`config.mk`:
```
export PLATFORM = sky130hd
export DESIGN_NAME = issue_buffer
export DESIGN_NICKNAME = d
export VERILOG_FILES = /design/src/rtl/issue_buffer_pkg.sv /design/src/rtl/issue_buffer_pair_check.sv /design/src/rtl/issue_buffer.sv
export SDC_FILE = /design/constraint.sdc
export NUM_CORES = 2
export LEC_CHECK = 0
export CORE_MARGIN = 1.5
export CORE_UTILIZATION = 55
export DETAILED_ROUTE_END_ITERATION = 10
export PLACE_DENSITY = 0.76
export SYNTH_ARGS = -nofsm -noshare
export SYNTH_HDL_FRONTEND = slang
export SYNTH_SLANG_ARGS = --single-unit
```
`constraint.sdc`:
```
create_clock -name clk -period 10.5 [get_ports clk]
set_clock_uncertainty 0.15 [all_clocks]
set_input_delay 2.1 -clock clk [delete_from_list [all_inputs] [get_ports clk]]
set_output_delay 2.1 -clock clk [all_outputs]
set_load 0.005 [all_outputs]
```
`src/rtl/issue_buffer_pkg.sv`:
```
// Shared widths, decode_out field offsets and next-pc codes for the issue buffer.
package issue_buffer_pkg;

    localparam int unsigned DECODEOUT_W = 32;
    localparam int unsigned REG_W       = 5;
    localparam int unsigned NPCOP_W     = 3;

    localparam int unsigned DEC_RS    = 0;
    localparam int unsigned DEC_RT    = 5;
    localparam int unsigned DEC_RD    = 10;
    localparam int unsigned DEC_RSV   = 15;
    localparam int unsigned DEC_RTV   = 16;
    localparam int unsigned DEC_RFWE  = 17;
    localparam int unsigned DEC_NPCOP = 18;

    localparam logic [NPCOP_W-1:0] NPC_PLUS4  = 3'd0;
    localparam logic [NPCOP_W-1:0] NPC_BRANCH = 3'd1;

    typedef struct packed {
        logic [NPCOP_W-1:0] npcop;
        logic               rfwe;
        logic [REG_W-1:0]   rd;
    } head_haz_t;

    typedef struct packed {
        logic             rfwe;
        logic             rs_v;
        logic             rt_v;
        logic [REG_W-1:0] rs;
        logic [REG_W-1:0] rt;
        logic [REG_W-1:0] rd;
    } next_haz_t;

endpackage

```
`src/rtl/issue_buffer_pair_check.sv`:
```
// Decides whether the two oldest queued instructions must issue in separate cycles.
module issue_pair_check
    import issue_buffer_pkg::*;
(
    input  head_haz_t head_haz,
    input  next_haz_t h1_haz,
    output logic      split
);

    logic raw;
    logic waw;
    logic ctl;

    always_comb begin
        raw   = head_haz.rfwe && (head_haz.rd != '0) &&
                ((h1_haz.rs_v && (h1_haz.rs == head_haz.rd)) ||
                 (h1_haz.rt_v && (h1_haz.rt == head_haz.rd)));
        waw   = head_haz.rfwe && h1_haz.rfwe && (head_haz.rd != '0) &&
                (h1_haz.rd == head_haz.rd);
        ctl   = (head_haz.npcop != NPC_PLUS4);
        split = raw || waw || ctl;
    end

endmodule

```
`src/rtl/issue_buffer.sv`:
```
// Circular queue of decoded instructions feeding two execute units with
// registered, order-tagged issue slots; splits hazardous pairs and flushes on redirect.
module issue_buffer
    import issue_buffer_pkg::*;
#(
    parameter int unsigned DEPTH = 8,
    parameter int unsigned PC_W  = 32,
    parameter int unsigned DEC_W = DECODEOUT_W
) (
    input  logic             clk,
    input  logic             rst,
    input  logic [1:0]       enq_valid,
    output logic             enq_ready,
    input  logic [PC_W-1:0]  enq_pc0,
    input  logic [PC_W-1:0]  enq_pc1,
    input  logic [PC_W-1:0]  enq_npc0,
    input  logic [PC_W-1:0]  enq_npc1,
    input  logic [DEC_W-1:0] enq_dec0,
    input  logic [DEC_W-1:0] enq_dec1,
    input  logic             stop,
    input  logic             flush,
    output logic             iss_valid0,
    output logic             iss_valid1,
    output logic             iss_num0,
    output logic             iss_num1,
    output logic [PC_W-1:0]  iss_pc0,
    output logic [PC_W-1:0]  iss_pc1,
    output logic [PC_W-1:0]  iss_npc0,
    output logic [PC_W-1:0]  iss_npc1,
    output logic [DEC_W-1:0] iss_dec0,
    output logic [DEC_W-1:0] iss_dec1
);

    localparam int unsigned PTR_W = $clog2(DEPTH);
    localparam int unsigned CNT_W = PTR_W + 1;

    logic [PC_W-1:0]  pc_mem  [DEPTH];
    logic [PC_W-1:0]  npc_mem [DEPTH];
    logic [DEC_W-1:0] dec_mem [DEPTH];

    logic [PTR_W-1:0] head_q, head_d, tail_q, tail_d, h1_idx, tail_p1;
    logic [CNT_W-1:0] count_q, count_d;
    logic             seq_q, seq_d;
    logic             iss_valid0_q, iss_valid0_d, iss_valid1_q, iss_valid1_d;
    logic             iss_num0_q, iss_num0_d, iss_num1_q, iss_num1_d;
    logic [PC_W-1:0]  iss_pc0_q, iss_pc0_d, iss_pc1_q, iss_pc1_d;
    logic [PC_W-1:0]  iss_npc0_q, iss_npc0_d, iss_npc1_q, iss_npc1_d;
    logic [DEC_W-1:0] iss_dec0_q, iss_dec0_d, iss_dec1_q, iss_dec1_d;

    logic [DEC_W-1:0] h0_dec, h1_dec;
    head_haz_t        head_haz;
    next_haz_t        h1_haz;
    logic             split;
    logic [1:0]       enq_n, issue_n;

    assign h1_idx    = head_q + PTR_W'(1);
    assign tail_p1   = tail_q + PTR_W'(1);
    assign h0_dec    = dec_mem[head_q];
    assign h1_dec    = dec_mem[h1_idx];
    assign enq_ready = (count_q <= CNT_W'(DEPTH - 2));

    always_comb begin
        head_haz.npcop = h0_dec[DEC_NPCOP +: NPCOP_W];
        head_haz.rfwe  = h0_dec[DEC_RFWE];
        head_haz.rd    = h0_dec[DEC_RD +: REG_W];
        h1_haz.rfwe    = h1_dec[DEC_RFWE];
        h1_haz.rs_v    = h1_dec[DEC_RSV];
        h1_haz.rt_v    = h1_dec[DEC_RTV];
        h1_haz.rs      = h1_dec[DEC_RS +: REG_W];
        h1_haz.rt      = h1_dec[DEC_RT +: REG_W];
        h1_haz.rd      = h1_dec[DEC_RD +: REG_W];
    end

    issue_pair_check u_pair_check (
        .head_haz (head_haz),
        .h1_haz   (h1_haz),
        .split    (split)
    );

    always_comb begin
        enq_n        = 2'd0;
        issue_n      = 2'd0;
        head_d       = head_q;
        tail_d       = tail_q;
        count_d      = count_q;
        seq_d        = seq_q;
        iss_valid0_d = iss_valid0_q;
        iss_valid1_d = iss_valid1_q;
        iss_num0_d   = iss_num0_q;
        iss_num1_d   = iss_num1_q;
        iss_pc0_d    = iss_pc0_q;
        iss_pc1_d    = iss_pc1_q;
        iss_npc0_d   = iss_npc0_q;
        iss_npc1_d   = iss_npc1_q;
        iss_dec0_d   = iss_dec0_q;
        iss_dec1_d   = iss_dec1_q;

        if (flush) begin
            // Redirect: discard everything queued or in flight, including this cycle's enqueue.
            head_d       = tail_q;
            count_d      = '0;
            seq_d        = 1'b0;
            iss_valid0_d = 1'b0;
            iss_valid1_d = 1'b0;
        end else begin
            if (enq_ready && enq_valid[0]) begin
                enq_n = enq_valid[1] ? 2'd2 : 2'd1;
            end
            if (!stop && (count_q != '0)) begin
                issue_n = ((count_q == CNT_W'(1)) || split) ? 2'd1 : 2'd2;
            end
            if (!stop) begin
                iss_valid0_d = (issue_n != 2'd0);
                iss_valid1_d = (issue_n == 2'd2);
                if (issue_n != 2'd0) begin
                    iss_num0_d = seq_q;
                    iss_pc0_d  = pc_mem[head_q];
                    iss_npc0_d = npc_mem[head_q];
                    iss_dec0_d = h0_dec;
                end
                if (issue_n == 2'd2) begin
                    iss_num1_d = ~seq_q;
                    iss_pc1_d  = pc_mem[h1_idx];
                    iss_npc1_d = npc_mem[h1_idx];
                    iss_dec1_d = h1_dec;
                end
            end
            head_d  = head_q + PTR_W'(issue_n);
            tail_d  = tail_q + PTR_W'(enq_n);
            count_d = count_q + CNT_W'(enq_n) - CNT_W'(issue_n);
            seq_d   = seq_q ^ (issue_n == 2'd1);
        end
    end

    always_ff @(posedge clk) begin
        if (enq_n != 2'd0) begin
            pc_mem[tail_q]  <= enq_pc0;
            npc_mem[tail_q] <= enq_npc0;
            dec_mem[tail_q] <= enq_dec0;
        end
        if (enq_n == 2'd2) begin
            pc_mem[tail_p1]  <= enq_pc1;
            npc_mem[tail_p1] <= enq_npc1;
            dec_mem[tail_p1] <= enq_dec1;
        end
    end

    always_ff @(posedge clk or posedge rst) begin
        if (rst) begin
            head_q       <= '0;
            tail_q       <= '0;
            count_q      <= '0;
            seq_q        <= 1'b0;
            iss_valid0_q <= 1'b0;
            iss_valid1_q <= 1'b0;
            iss_num0_q   <= 1'b0;
            iss_num1_q   <= 1'b0;
            iss_pc0_q    <= '0;
            iss_pc1_q    <= '0;
            iss_npc0_q   <= '0;
            iss_npc1_q   <= '0;
            iss_dec0_q   <= '0;
            iss_dec1_q   <= '0;
        end else begin
            head_q       <= head_d;
            tail_q       <= tail_d;
            count_q      <= count_d;
            seq_q        <= seq_d;
            iss_valid0_q <= iss_valid0_d;
            iss_valid1_q <= iss_valid1_d;
            iss_num0_q   <= iss_num0_d;
            iss_num1_q   <= iss_num1_d;
            iss_pc0_q    <= iss_pc0_d;
            iss_pc1_q    <= iss_pc1_d;
            iss_npc0_q   <= iss_npc0_d;
            iss_npc1_q   <= iss_npc1_d;
            iss_dec0_q   <= iss_dec0_d;
            iss_dec1_q   <= iss_dec1_d;
        end
    end

    assign iss_valid0 = iss_valid0_q;
    assign iss_valid1 = iss_valid1_q;
    assign iss_num0   = iss_num0_q;
    assign iss_num1   = iss_num1_q;
    assign iss_pc0    = iss_pc0_q;
    assign iss_pc1    = iss_pc1_q;
    assign iss_npc0   = iss_npc0_q;
    assign iss_npc1   = iss_npc1_q;
    assign iss_dec0   = iss_dec0_q;
    assign iss_dec1   = iss_dec1_q;

endmodule

```
Word level (Yosys, flattened, before mapping)

Memory sizes are Yosys's and may differ from the RTL's. A register that Yosys moved wholly into a read port is not among the register bits.
Cells that the tools add are included.

Bits in registers: 79
Memory bits (writable): 768
Output and inout port bits: 197
Word-level logic and storage cells: 71
Memories kept: 3

Memories:

| memory  | words | bits a word | read ports | clocked after Yosys merged registers in | wr ports | RTL line           | source |
|---|---|---|---|---|---|---|---|
| dec_mem | 8     | 32          | 2          | 0                                       | 2        | issue_buffer.sv:39 | `logic [DEC_W-1:0] dec_mem [DEPTH];` |
| npc_mem | 8     | 32          | 2          | 2                                       | 2        | issue_buffer.sv:38 | `logic [PC_W-1:0] npc_mem [DEPTH];` |
| pc_mem  | 8     | 32          | 2          | 2                                       | 2        | issue_buffer.sv:37 | `logic [PC_W-1:0] pc_mem [DEPTH];` |

$add $sub $neg: 6
Order comparisons: 1
Equality and inequality tests: 8
Muxes and demuxes: 18
Bitwise logic cells: 4
Reduce and logical (&&, ||, !) cells: 21

Operator list:

| kind                                                                             | number |
|---|---|
| 5-bit == test                                                                    | 3 |
| 2-bit 2-to-1 mux                                                                 | 7 |
| 1-bit logical AND                                                                | 9 |
| 1-bit 2-to-1 mux                                                                 | 9 |
| 3-bit by 1-bit adder with 3-bit output, second input constant                    | 2 |
| 3-bit by 2-bit adder with 3-bit output                                           | 2 |
| 3-bit AND reduction                                                              | 2 |
| 5-bit nonzero test                                                               | 1 |
| 4-bit by 2-bit adder with 4-bit output                                           | 1 |
| 2-bit == test, second input constant                                             | 2 |
| 4-bit by 1-bit == test with 1-bit output, second input constant                  | 1 |
| 4-bit by 3-bit less-or-equal comparator with 1-bit output, second input constant | 1 |
| 1-bit logical OR                                                                 | 4 |
| 4-bit 2-to-1 mux                                                                 | 1 |
| 2-bit nonzero test                                                               | 2 |
| 4-bit nonzero test                                                               | 1 |
| 4-bit by 2-bit subtractor with 4-bit output                                      | 1 |
| 3-bit 2-to-1 mux                                                                 | 1 |
| 1-bit inverter                                                                   | 3 |
| 3-bit nonzero test                                                               | 1 |
| 2-bit by 1-bit == test with 1-bit output, second input constant                  | 1 |
| 2-bit by 1-bit inequality test with 1-bit output, second input constant          | 1 |
| 1-bit logical NOT                                                                | 1 |
| 1-bit bitwise XOR                                                                | 1 |

Logic depth before layout (Yosys ltp)

An unclocked memory read counts as a cell.

Depth in word-level cells: 15
Depth in mapped cells: 19

Modules after synthesis

Synthesis repeated with hierarchy kept, for this count alone.

Cell total of the unflattened synthesis: 3830
Area total of the unflattened synthesis: 52645.5 sq um

Modules (own cells, without submodules):

| module           | times used | cells each | area an instance (sq um) |
|---|---|---|---|
| issue_buffer     | 1          | 3805       | 52454.1 |
| issue_pair_check | 1          | 25         | 191.4 |

Worst setup path before layout

OpenSTA, ideal clock, no wires.

Path kind: input to register
Start point: input flush
End point: memory dec_mem[0][0] in the netlist's numbering, enable pin
Arrival: 9727 ps
Data required time: 9658 ps
Path slack: -69 ps
Cell stages on the path: 3
Buffers on the path: 1
Cells stage by stage: clkbuf_1 -> or3_1 -> o31ai_1

RTL lines:

| item            | RTL line           | source |
|---|---|---|
| start, declared | issue_buffer.sv:21 | `input logic flush,` |
| end, declared   | issue_buffer.sv:39 |  |

Worst setup path after layout

Start point: register head_q[0]
End point: register iss_dec1_q[11], in the netlist iss_dec1[11]

Cells in the longest elaborated chain, start to end: 14
Elaborated cells on any way between the ends: 23
Those cells by class: add/sub (1); eq/ne (4); mux (3); reduce/logical (14); memory (1)

RTL lines:

| item                                        | RTL line                                                     | source |
|---|---|---|
| start, declared                             | issue_buffer.sv:41                                           | `logic [PTR_W-1:0] head_q, head_d, tail_q, tail_d, h1_idx, tail_p1;` |
| start signal, assigned                      | issue_buffer.sv:150                                          | `head_q <= '0;` |
| start signal, assigned                      | issue_buffer.sv:165                                          | `head_q <= head_d;` |
| 3-bit by 1-bit adder with 3-bit output      | issue_buffer.sv:56                                           | `assign h1_idx = head_q + PTR_W'(1);` |
| memory 8 x 32 bit *                         | --                                                           |  |
| 5-bit == test, on equally long branches     | issue_buffer_pair_check.sv:16, issue_buffer_pair_check.sv:17 |  |
| 1-bit logical AND, on equally long branches | issue_buffer_pair_check.sv:16, issue_buffer_pair_check.sv:17 |  |
| 1-bit logical OR                            | issue_buffer_pair_check.sv:16                                | `((h1_haz.rs_v && (h1_haz.rs == head_haz.rd)) \|\|` |
| 1-bit logical AND                           | issue_buffer_pair_check.sv:15                                | `raw = head_haz.rfwe && (head_haz.rd != '0) &&` |
| 1-bit logical OR (2 in a row)               | issue_buffer_pair_check.sv:21                                | `split = raw \|\| waw \|\| ctl;` |
| 1-bit logical OR                            | issue_buffer.sv:110                                          | `issue_n = ((count_q == CNT_W'(1)) \|\| split) ? 2'd1 : 2'd2;` |
| 2-bit 2-to-1 mux                            | issue_buffer.sv:110                                          |  |
| 2-bit 2-to-1 mux                            | issue_buffer.sv:109                                          | `if (!stop && (count_q != '0)) begin` |
| 2-bit 2-to-1 mux                            | issue_buffer.sv:98                                           | `if (flush) begin` |
| 2-bit == test                               | issue_buffer.sv:121                                          | `if (issue_n == 2'd2) begin` |
| 3-bit AND reduction (no source line)        | --                                                           |  |
| end signal, assigned                        | issue_buffer.sv:178                                          | `iss_dec1_q <= iss_dec1_d;` |
| end, declared                               | issue_buffer.sv:48                                           | `logic [DEC_W-1:0] iss_dec0_q, iss_dec0_d, iss_dec1_q, iss_dec1_d;` |

Mark *: on every way between the ends. The rest lies on a longest branch, timed or not. The select of a mux whose other input is x is not followed.
A chain may end at the register's enable or synchronous reset.

==> impl_results.md <==
- Status: completed
- Register area share after synthesis: 53.8%
- Worst path cell trace: ha_4, buf_12, mux2i_1, mux4_2, xor2_1, nand3_1, a211oi_2, o31a_4, nor2_8, buf_4, mux2_2
- Largest fanout on the critical path: 141
- LEAKAGE: 20.6 nW
- Worst EP arrival: 6.92 ns
- Core Box Area: 0.0947 sq mm
- Wire length per cell: 30.6 um
- Dominant synthesized flop cell: edfxtp_1
- Area grow syn2layout: 16.2%
- # DRC: 0
- Max Cap Viol: 0
- Post-CTS sizing: 0
- Setup slack after layout: 3.97 ns
- Total grt overflow: 0
- Largest net degree at the start of global routing: 195
- Worst Setup SP: head_q[0]
- Worst setup endpoint: iss_dec1[11]
- Critical path's largest stage delay: 1.11 ns
- Fmax: 153 MHz
- Setup slack, reg-to-reg: 3.97 ns
- Number of flops mapped to enable cells by yosys: 768
- Antenna violations before repair: 35
- Die height: 312 um
- Multi-input gate area: 0.0233 sq mm
- Layout cell share with drive strength beyond 1: 45.3%
- Nets: 3,587
- Worst Tran Pin Value: 1.31 ns
- CTS tree: yes
- Post-CTS Setup Bufs: 0
- Vias: 31,600
- IO Port Bufs: 394
- # setup viols final: 0
- CTS sink count: 975
- Kind of critical path: register to register
- CP bufs+invs: 2
- Root Driver: clkbuf_16
- Worst Reg2Reg Path Length in Cells: 11
- Register Area: 0.0283 sq mm
- Power Total: 16.0 mW
- Via-to-Cell Ratio: 6.65
- Worst setup SP type: register
- # H-tree levels: 3
- Reg clk slew, reported paths: 0.06 ns
- Worst Hold Class: register to register
- Full die area: 0.0973 sq mm
- Final ANT Viol Nets: 0
- Hold_buf cts: 0
- Worst path slowest cell: dfrtp_4
- First-pass GRT wire length: 216,000 um
- RSZ-0062 raised after global routing: false
- Power Dens Cells: 263 mW/mm^2
- Worst-skew pair later-pin latency: 0.68 ns
- HPWL Detailed: 84,200 um
- IO Count: 395
- Cells after Synth: 3,062
- FF-to-FF Start: head_q[0]
- Pre-CTS setup slack: 3.94 ns
- Syn nets: 3,274
- Buffer levels on the longest clock path: 3
- Delay-heaviest family, CP: buffers and inverters
- Library cells used by synthesis: 47
- Post-synth ARST share: 21.2%
- Row count: 113
- Avg Cell Area, Syn: 17.1 sq um
- Die W: 312 um
- DR iter-0 viols: 3,187
- Warnings, synthesis: 0
- Post-Route WL: 145,000 um
- TritonCTS buffer count: 102
- Setup tns final: 0 ns
- GPL Wtd Cong: 0.842
- Worst slew margin: 12.5%
- Most frequent cells in the layout: 926 x mux2_2, 768 x edfxtp_1, 396 x mux4_2
- Setup crit end kind: register
- Critical Path Stages: 11
- Final min period: 6.53 ns
- Most common cell after layout, fill and taps aside: mux2_2
- Flops & latches, synth: 975
- GRT Overall Usage: 29.8%
- Part of the cycle the worst path needs: 62.2%
- Max IR drop VDD: 0.443 mV
- Detailed Routing Iterations Pass 1: 5
- Fillcell total: 6,529
- Initial Util: 55.4%
- Worst R2R End: iss_dec1[11]
- Max-slew violations: 0
- Synthesized area: 0.0525 sq mm
- Worst EP required: 10.90 ns
- Vias in the first global route: 33,000
- Final Hold Fails: 0
metrics by stage:
| stage | utilization [%] | std cells | instance area (sq um) | hold WS (ns) |
|---|---|---|---|---|
| global route | 64.3 | 4741 | 60900 | 0.371 |
| finish | 64.3 | 4747 | 61000 | 0.355 |
| detailed placement | 60.8 | 4536 | 57600 | 0.340 |
| global placement | 60.8 | 4536 | 57600 | 0.339 |
| floorplan | - | 3062 | 52500 | 0.308 |
| CTS | 64.3 | 4727 | 60900 | 0.358 |
worst register-to-register path, cell delays in order, from the launching register on:
cell      delay, ns
dfrtp_4        1.11
ha_4           0.71
buf_12         0.74
mux2i_1        0.38
mux4_2         0.58
xor2_1         0.17
nand3_1        0.17
a211oi_2       0.12
o31a_4         0.37
nor2_8         0.66
buf_4          0.77
mux2_2         0.48
registers in the layout, indices dropped and copies added (netlist names), 3 cells and up:
signal,flops
dec_mem,256
npc_mem,256
iss_pc0,32
pc_mem,256
iss_npc1,32
iss_pc1,32
head_q,3
iss_dec0,32
iss_dec1,32
count_q,4
iss_npc0,32
tail_q,3
layout make-up:
| type | count | area share [%] |
|---|---|---|
| flip-flops and latches | 975 | 46.4 |
| inverters | 21 | 0.142 |
| clock inverters | 35 | 0.429 |
| clock buffers | 156 | 4.97 |
| well taps | 1265 | 2.60 |
| repair buffers | 442 | 7.23 |
| diodes | 20 | 0.0821 |
| multi-input cells | 1833 | 38.2 |
cell families (layout without fill, tap and decap cells):
family	after synthesis	in the layout	synth area share (%)
compound gates	133	133	1.40
simple gates	166	166	1.38
mux	1492	1492	40.3
other cells	0	20	0
buf+inv	254	654	2.21
fa+ha+maj	14	14	0.391
flops	975	975	53.8
xor+xnor	28	28	0.467
worst min path at each step:
stage	startpoint	endpoint	slack [ns]	cells past startpoint
floorplan	seq_q	iss_num1	0.31	1
global placement	iss_pc1[2]	iss_pc1[2]	0.34	1
detailed placement	iss_pc1[17]	iss_pc1[17]	0.34	1
CTS	iss_dec1[25]	iss_dec1[25]	0.36	1
global route	iss_npc1[1]	iss_npc1[1]	0.37	1
finish	iss_npc1[7]	iss_npc1[7]	0.36	1
metal layers:
| metal | GRT usage (%) | vias up | routed length (um) |
|---|---|---|---|
| li1 | - | 13100 | - |
| met1 | 39.9 | 16600 | 56000 |
| met2 | 48.5 | 1520 | 71600 |
| met3 | 6.22 | 304 | 12500 |
| met4 | 10.7 | 36 | 4720 |
| met5 | 0 | - | 211 |
power breakdown:
| group | internal, mW | switching (mW) | leakage, nW |
|---|---|---|---|
| registers | 4.96 | 0.526 | 9.38 |
| logic | 3.66 | 3.30 | 9.62 |
| clock network | 2.04 | 1.54 | 1.62 |
| total | 10.7 | 5.37 | 20.6 |
cell usage after synthesis (all sizes together) (2+ instances only):
master / n / area [sq um]
mux2i: 149 / 1490
a21oi: 102 / 510
xnor2: 16 / 140
xor2: 12 / 105
fa: 4 / 80.1
or3: 3 / 18.8
mux4: 396 / 8920
mux2: 947 / 10700
o22ai: 5 / 31.3
nand2b: 7 / 43.8
buf: 111 / 623
o21ai: 12 / 60.1
dfrtp: 207 / 5180
inv: 21 / 78.8
nor3: 4 / 20.0
ha: 10 / 125
clkbuf: 122 / 458
nor2: 112 / 437
edfxtp: 768 / 23100
a211oi: 2 / 20.0
nand3: 11 / 55.1
nand2: 20 / 75.1
nor2b: 3 / 18.8
o31ai: 3 / 22.5
nand3b: 2 / 15.0
Note: power is estimated with default switching activity, not from simulation.
